[config.mk]
export PLATFORM = sky130hd
export DESIGN_NAME = decoder_scan_nx2n
export DESIGN_NICKNAME = d
export VERILOG_FILES = /design/src/rtl/decoder_pkg.sv /design/src/rtl/decoder_scan_nx2n_onehot_dec.sv /design/src/rtl/decoder_scan_nx2n.sv
export SDC_FILE = /design/constraint.sdc
export NUM_CORES = 1
export LEC_CHECK = 0
export ABC_AREA = 1
export CORE_MARGIN = 2
export CORE_UTILIZATION = 54
export CTS_CLUSTER_SIZE = 30
export DETAILED_ROUTE_END_ITERATION = 6
export GPL_TIMING_DRIVEN = 0
export PLACE_DENSITY = 0.83
export SYNTH_ARGS = -nofsm -noshare
export SYNTH_HDL_FRONTEND = slang
export SYNTH_SLANG_ARGS = --single-unit
[constraint.sdc]
create_clock -name clk -period 2 [get_ports clk]
set_input_delay 0.3 -clock clk [delete_from_list [all_inputs] [get_ports clk]]
set_output_delay 0.3 -clock clk [all_outputs]
set_load 0.01 [all_outputs]
[src/rtl/decoder_pkg.sv]
// Shared types and constants for the scanning one-hot decoder.
package decoder_pkg;

    typedef enum logic [1:0] {
        IDLE,
        DIRECT,
        SCAN
    } state_t;

    localparam logic MODE_DIRECT = 1'b0;
    localparam logic MODE_SCAN   = 1'b1;

endpackage

[src/rtl/decoder_scan_nx2n_onehot_dec.sv]
// Combinational binary to one-hot decoder.
module onehot_dec #(
    parameter int SEL_W = 3
) (
    input  logic [SEL_W-1:0]    sel,
    output logic [2**SEL_W-1:0] onehot
);

    always_comb begin
        onehot      = '0;
        onehot[sel] = 1'b1;
    end

endmodule

[src/rtl/decoder_scan_nx2n.sv]
// Registered one-hot decoder with DIRECT select and auto-stepping SCAN modes.
module decoder_scan_nx2n #(
    parameter int SEL_W      = 3,
    parameter int DWELL_W    = 8,
    parameter bit ACTIVE_LOW = 1'b0
) (
    input  logic                 clk,
    input  logic                 rst,
    input  logic                 en,
    input  logic                 mode,
    input  logic [SEL_W-1:0]     sel_in,
    input  logic                 load,
    input  logic [DWELL_W-1:0]   dwell,
    output logic [2**SEL_W-1:0]  out,
    output logic [SEL_W-1:0]     idx,
    output logic                 out_valid,
    output logic                 wrap
);
    import decoder_pkg::*;

    localparam int OUT_W = 2**SEL_W;
    localparam logic [OUT_W-1:0] IDLE_OUT = {OUT_W{ACTIVE_LOW}};

    state_t             state;
    state_t             state_nxt;
    logic [SEL_W-1:0]   idx_nxt;
    logic [DWELL_W-1:0] cnt;
    logic [DWELL_W-1:0] cnt_nxt;
    logic [DWELL_W-1:0] dwell_reg;
    logic               valid_nxt;
    logic               wrap_nxt;
    logic [OUT_W-1:0]   onehot;

    // Decoding the next index lets out and idx update on the same edge.
    onehot_dec #(.SEL_W(SEL_W)) u_dec (
        .sel    (idx_nxt),
        .onehot (onehot)
    );

    always_comb begin
        state_nxt = IDLE;
        idx_nxt   = idx;
        cnt_nxt   = '0;
        valid_nxt = 1'b0;
        wrap_nxt  = 1'b0;
        if (en) begin
            valid_nxt = 1'b1;
            case (mode)
                MODE_DIRECT: begin
                    state_nxt = DIRECT;
                    idx_nxt   = sel_in;
                end
                MODE_SCAN: begin
                    state_nxt = SCAN;
                    // Entry restarts at 0; a load strobe resets the dwell and blocks the advance.
                    if (state != SCAN) begin
                        idx_nxt = '0;
                    end else if (load) begin
                        idx_nxt = idx;
                    end else if (cnt == dwell_reg) begin
                        idx_nxt  = idx + SEL_W'(1);
                        wrap_nxt = &idx;
                    end else begin
                        cnt_nxt = cnt + DWELL_W'(1);
                    end
                end
            endcase
        end
    end

    always_ff @(posedge clk) begin
        if (rst) begin
            state     <= IDLE;
            idx       <= '0;
            cnt       <= '0;
            dwell_reg <= '0;
            out       <= IDLE_OUT;
            out_valid <= 1'b0;
            wrap      <= 1'b0;
        end else begin
            state     <= state_nxt;
            idx       <= idx_nxt;
            cnt       <= cnt_nxt;
            out_valid <= valid_nxt;
            wrap      <= wrap_nxt;
            out       <= valid_nxt ? (onehot ^ IDLE_OUT) : IDLE_OUT;
            if (load) begin
                dwell_reg <= dwell;
            end
        end
    end

endmodule

# After elaboration in Yosys (flattened, before gate mapping)
# Cells that the tools add are included.
[word_totals]
ff_bits = 31
input_bits = 16
out_inout_bits = 13
word_cells = 32
[op_classes]
n_addsub = 2
magnitude_cmp = 2
eq_ne = 2
muxes = 9
bitwise_logic = 4
n_reduce_logical = 6
[ops]
columns = ["cell", "count"]
rows = [
  ["3-bit two-way mux", 4],
  ["6-bit OR reduction", 2],
  ["8-bit by 1-bit adder with 8-bit output, second input constant", 1],
  ["8-bit equality test", 1],
  ["3-bit one-hot mux with 2 select lines", 1],
  ["3-bit by 4-bit < comparator with 1-bit output, second input constant", 1],
  ["1-bit inverter", 4],
  ["2-bit one-hot mux with 2 select lines", 1],
  ["2-bit OR reduction", 2],
  ["3-bit by 1-bit adder with 3-bit output, second input constant", 1],
  ["1-bit demux with 3-bit select", 1],
  ["3-bit by 1-bit greater-or-equal comparator with 1-bit output, second input constant", 1],
  ["3-bit AND reduction", 1],
  ["1-bit two-way mux", 2],
  ["2-bit inequality test, second input constant", 1],
  ["1-bit logical AND", 1],
]

# Depth between registers and ports, before layout
[depth]
ltp_word = 10
ltp_mapped = 13
depth_no_buf = 13

# Cells and area by module
# Synthesis repeated with hierarchy kept, for this count alone.
[hier_totals]
hier_cells = 196
hier_area_um2 = 1373.8
[modules_own_cells]
columns = ["module", "instances", "cells_per_inst", "area_per_inst_um2", "seq_area_each_um2"]
rows = [
  ["decoder_scan_nx2n", 1, 181, 1317.5, 620.6],
  ["onehot_dec", 1, 15, 56.3, 0.0],
]

# Worst setup path after synthesis
# Ideal clock, no wire load.
[synth_timing]
path_type = "register to register"
start = "reg idx[0]"
end = "reg out[5]"
setup_ns = 0.064
t_arrival_ns = 1.290
t_required_ns = 1.936
setup_slack_ns = 0.646
stages_incl_launch_ff = 9
path_buffers = 0
cell_sequence = "dfxtp_1 -> ha_1 -> ha_1 -> inv_1 -> nand3_1 -> nand3_1 -> a21oi_1 -> nand2_1 -> nor2_1"
[synth_between]
elab_chain_cells = 10
word_cells_on_any_way = 11
cone_classes = "add/sub (1); order compare (2); mux (7); reduce/logical (1)"
[synth_rtl]
columns = ["item", "line", "text"]
rows = [
  ["start: declaration", "decoder_scan_nx2n.sv:15", "output logic [SEL_W-1:0] idx,"],
  ["start signal: assignment", "decoder_scan_nx2n.sv:82", "idx <= idx_nxt;"],
  ["3-bit by 1-bit adder with 3-bit output", "decoder_scan_nx2n.sv:61", "idx_nxt = idx + SEL_W'(1);"],
  ["3-bit two-way mux", "decoder_scan_nx2n.sv:60", "end else if (cnt == dwell_reg) begin"],
  ["3-bit two-way mux", "decoder_scan_nx2n.sv:58", "end else if (load) begin"],
  ["3-bit two-way mux", "decoder_scan_nx2n.sv:56", "if (state != SCAN) begin"],
  ["3-bit one-hot mux with 2 select lines", "decoder_scan_nx2n.sv:48", "case (mode)"],
  ["3-bit two-way mux *", "decoder_scan_nx2n.sv:46", "if (en) begin"],
  ["3-bit by 4-bit < comparator with 1-bit output (not written as such) / 3-bit by 1-bit greater-or-equal comparator with 1-bit output (equally long branches)", "decoder_scan_nx2n_onehot_dec.sv:11", "onehot[sel] = 1'b1;"],
  ["1-bit logical AND (not written as such)", "decoder_scan_nx2n_onehot_dec.sv:11", ""],
  ["1-bit two-way mux (not written as such)", "decoder_scan_nx2n_onehot_dec.sv:11", ""],
  ["1-bit demux with 3-bit select *", "--", ""],
  ["end signal: assignment", "decoder_scan_nx2n.sv:86", "out <= valid_nxt ? (onehot ^ IDLE_OUT) : IDLE_OUT;"],
  ["end: declaration", "decoder_scan_nx2n.sv:14", "output logic [2**SEL_W-1:0] out,"],
]
# Every way passes the cells marked *; elsewhere a longest branch is shown, timed or not.
# A chain may end at the register's enable or synchronous reset.

# Final worst setup path
[layout_timing]
start = "reg idx[0]"
end = "out idx[0]"
# No word-level cell between the ends.

==> metrics.txt <==
largest net degree at the start of global routing=11; Max-Cap Viols=0; wire per inst=10.34 um; Initial Util=0.5726; # clock sinks=31; Yosys top cell area share=0.4336; critical path fanouts, max=5; worst endpoint data arrival time=1.32 ns; Lkg Pwr=0.0007734 uW; Root Buffer=clkbuf_4; die width=55.49 um; synth warn=0; Critical Path Max Stage Delay=0.57 ns; crit path launch type=flip-flop; total chip power=1176 uW; sequential area share after synthesis=0.4336; worst path required time=1.70 ns; # nets final=257; Yosys reg bits=31; core area=2500 um^2; crit share post-route=0.8100; total track usage=0.2115; Critical path buffers and inverters=1; relative slew slack=0.6938; synthesized area=1431 um^2; global-route wire length before repair=5078 um; Congestion Overflow GR=0; Layout fillers=210; CP top delay family=buffers and inverters; Slew @ Worst Pin=0.4593 ns; Fin Setup TNS=0 ns; vias in the first global route=1248; synthesized instance count=203; Layout Utilization=0.7197; post-layout min period=1.620 ns; die area=3079 um^2; Worst setup EP type=primary output; Tightest Hold Check Type=reg2reg; I/O pin cnt=29; I/O Buffers=28; vias per cell=4.758; Setup-failing EPs final=0; Post-DP HPWL=2140 um; initial DRC count=14; Pins Over Slew Limit=0; Net Count, Synth=222; Hold-fix buffers, CTS=0; top cells by area, synth=dfxtp_1 43%, nand2_1 11%, inv_1 7.9%; worst-skew pair later-pin latency=0.33 ns; CP Class=reg2out; RSZ-0062 raised after global routing=no; Die H=55.49 um; post-route ant nets=0; H-tree lvl count=2; post-CTS resize count=0; Setup WS pre-CTS=0.1341 ns; via count=1280; clock skew=0.007811 ns; Slowest cell on crit path=clkdlybuf4s50_1; Critical Path, Cell by Cell=clkdlybuf4s50_1; status=complete, no violations; Residual DRC=0; Synth cell types=20; number of diodes=0; clk buf depth=2; power per cell area=653.9 nW/um^2; final wirelength=2781 um; Worst VDD drop=0.0005290 V; Pre-antenna DRT Iters=4; final hold violation count=0; share of cells above drive strength 1=0.1464; Clock transition at path regs=0.09 ns; TritonCTS Buffers=5; worst setup margin=0.3799 ns; gpl congestion=0.7945; initial antenna violation count=0; Fin Hold WS=0.4802 ns; TritonCTS clock tree=built; achievable clock frequency=617.3 MHz; FP Rows=18; Layout area overhead=25.70%; dominant cell type by area after synthesis=dfxtp_1; Syn Area/Cell=7.051 um^2; setup bufs post-CTS=0
-- metal layers --
layer	GRT usage	up-vias	wire, um
met3	0.04918	10	92
met4	0.1359	0	99
li1	-	681	-
met2	0.3265	24	1260
met5	0	-	0
met1	0.2628	565	1329
-- stage by stage --
stage / std cells / area (um^2)
floorplan: 203 / 1431
global placement: 261 / 1749
detailed placement: 261 / 1749
CTS: 269 / 1799
global route: 269 / 1799
finish: 269 / 1799
-- cells by family after synthesis --
group           count (synthesis)  synth area share
buf+inv                        41            0.1128
flops                          31            0.4336
fa+ha+maj                       3           0.02623
xor+xnor                        6           0.03671
compound gates                 22           0.07692
simple gates                  100            0.3138
-- area by class of cell --
class                      instances  area [um^2]  area share
multi-input combinational        131        649.4      0.3609
sequential                        31        620.6      0.3449
timing repair buffer              28        280.3      0.1558
inverter                          39        146.4     0.08136
clock buffer                       7        45.04     0.02503
tap                               30        37.54     0.02086
buffer                             2        15.01    0.008345
clock inverter                     1        5.005    0.002782
-- worst paths after layout --
check	start	end	slack, ns	cells after the start
setup / recovery	idx[0]	idx[0]	0.38	1
hold / removal	dwell_reg[5]	dwell_reg[5]	0.48	2
setup reg to reg	idx[0]	out[4]	0.48	8
hold reg to reg	dwell_reg[5]	dwell_reg[5]	0.48	2
-- synthesized netlist by cell type, drive strengths merged --
master and number:
o21ai 9, xnor2 2, nor3 3, inv 39, xor2 4, buf 1, nand2 53, nand3 8
nand4 1, dfxtp 31, nor2 35, a21oi 13, ha 3, clkbuf 1
-- power breakdown --
part | switching, uW | total (uW) | internal, uW | leakage [uW]
Clock | 208 | 345 | 137 | 0.0000293
Sequential | 13.5 | 653 | 639 | 0.000254
Combinational | 94.1 | 179 | 84.9 | 0.000491
Total | 315 | 1180 | 861 | 0.000773
-- layout by cell type (no fill, tap or decap), types with 3 or more instances in the layout --
master and n:
a21oi_1 13, clkbuf_1 3, clkbuf_4 5, clkdlybuf4s50_1 28
dfxtp_1 31, ha_1 3, inv_1 30, inv_2 9
nand2_1 43, nand2_2 10, nand3_1 7, nor2_1 28
nor2_2 6, o21ai_0 9, xor2_1 4
Power figures use the tool's default switching activity.
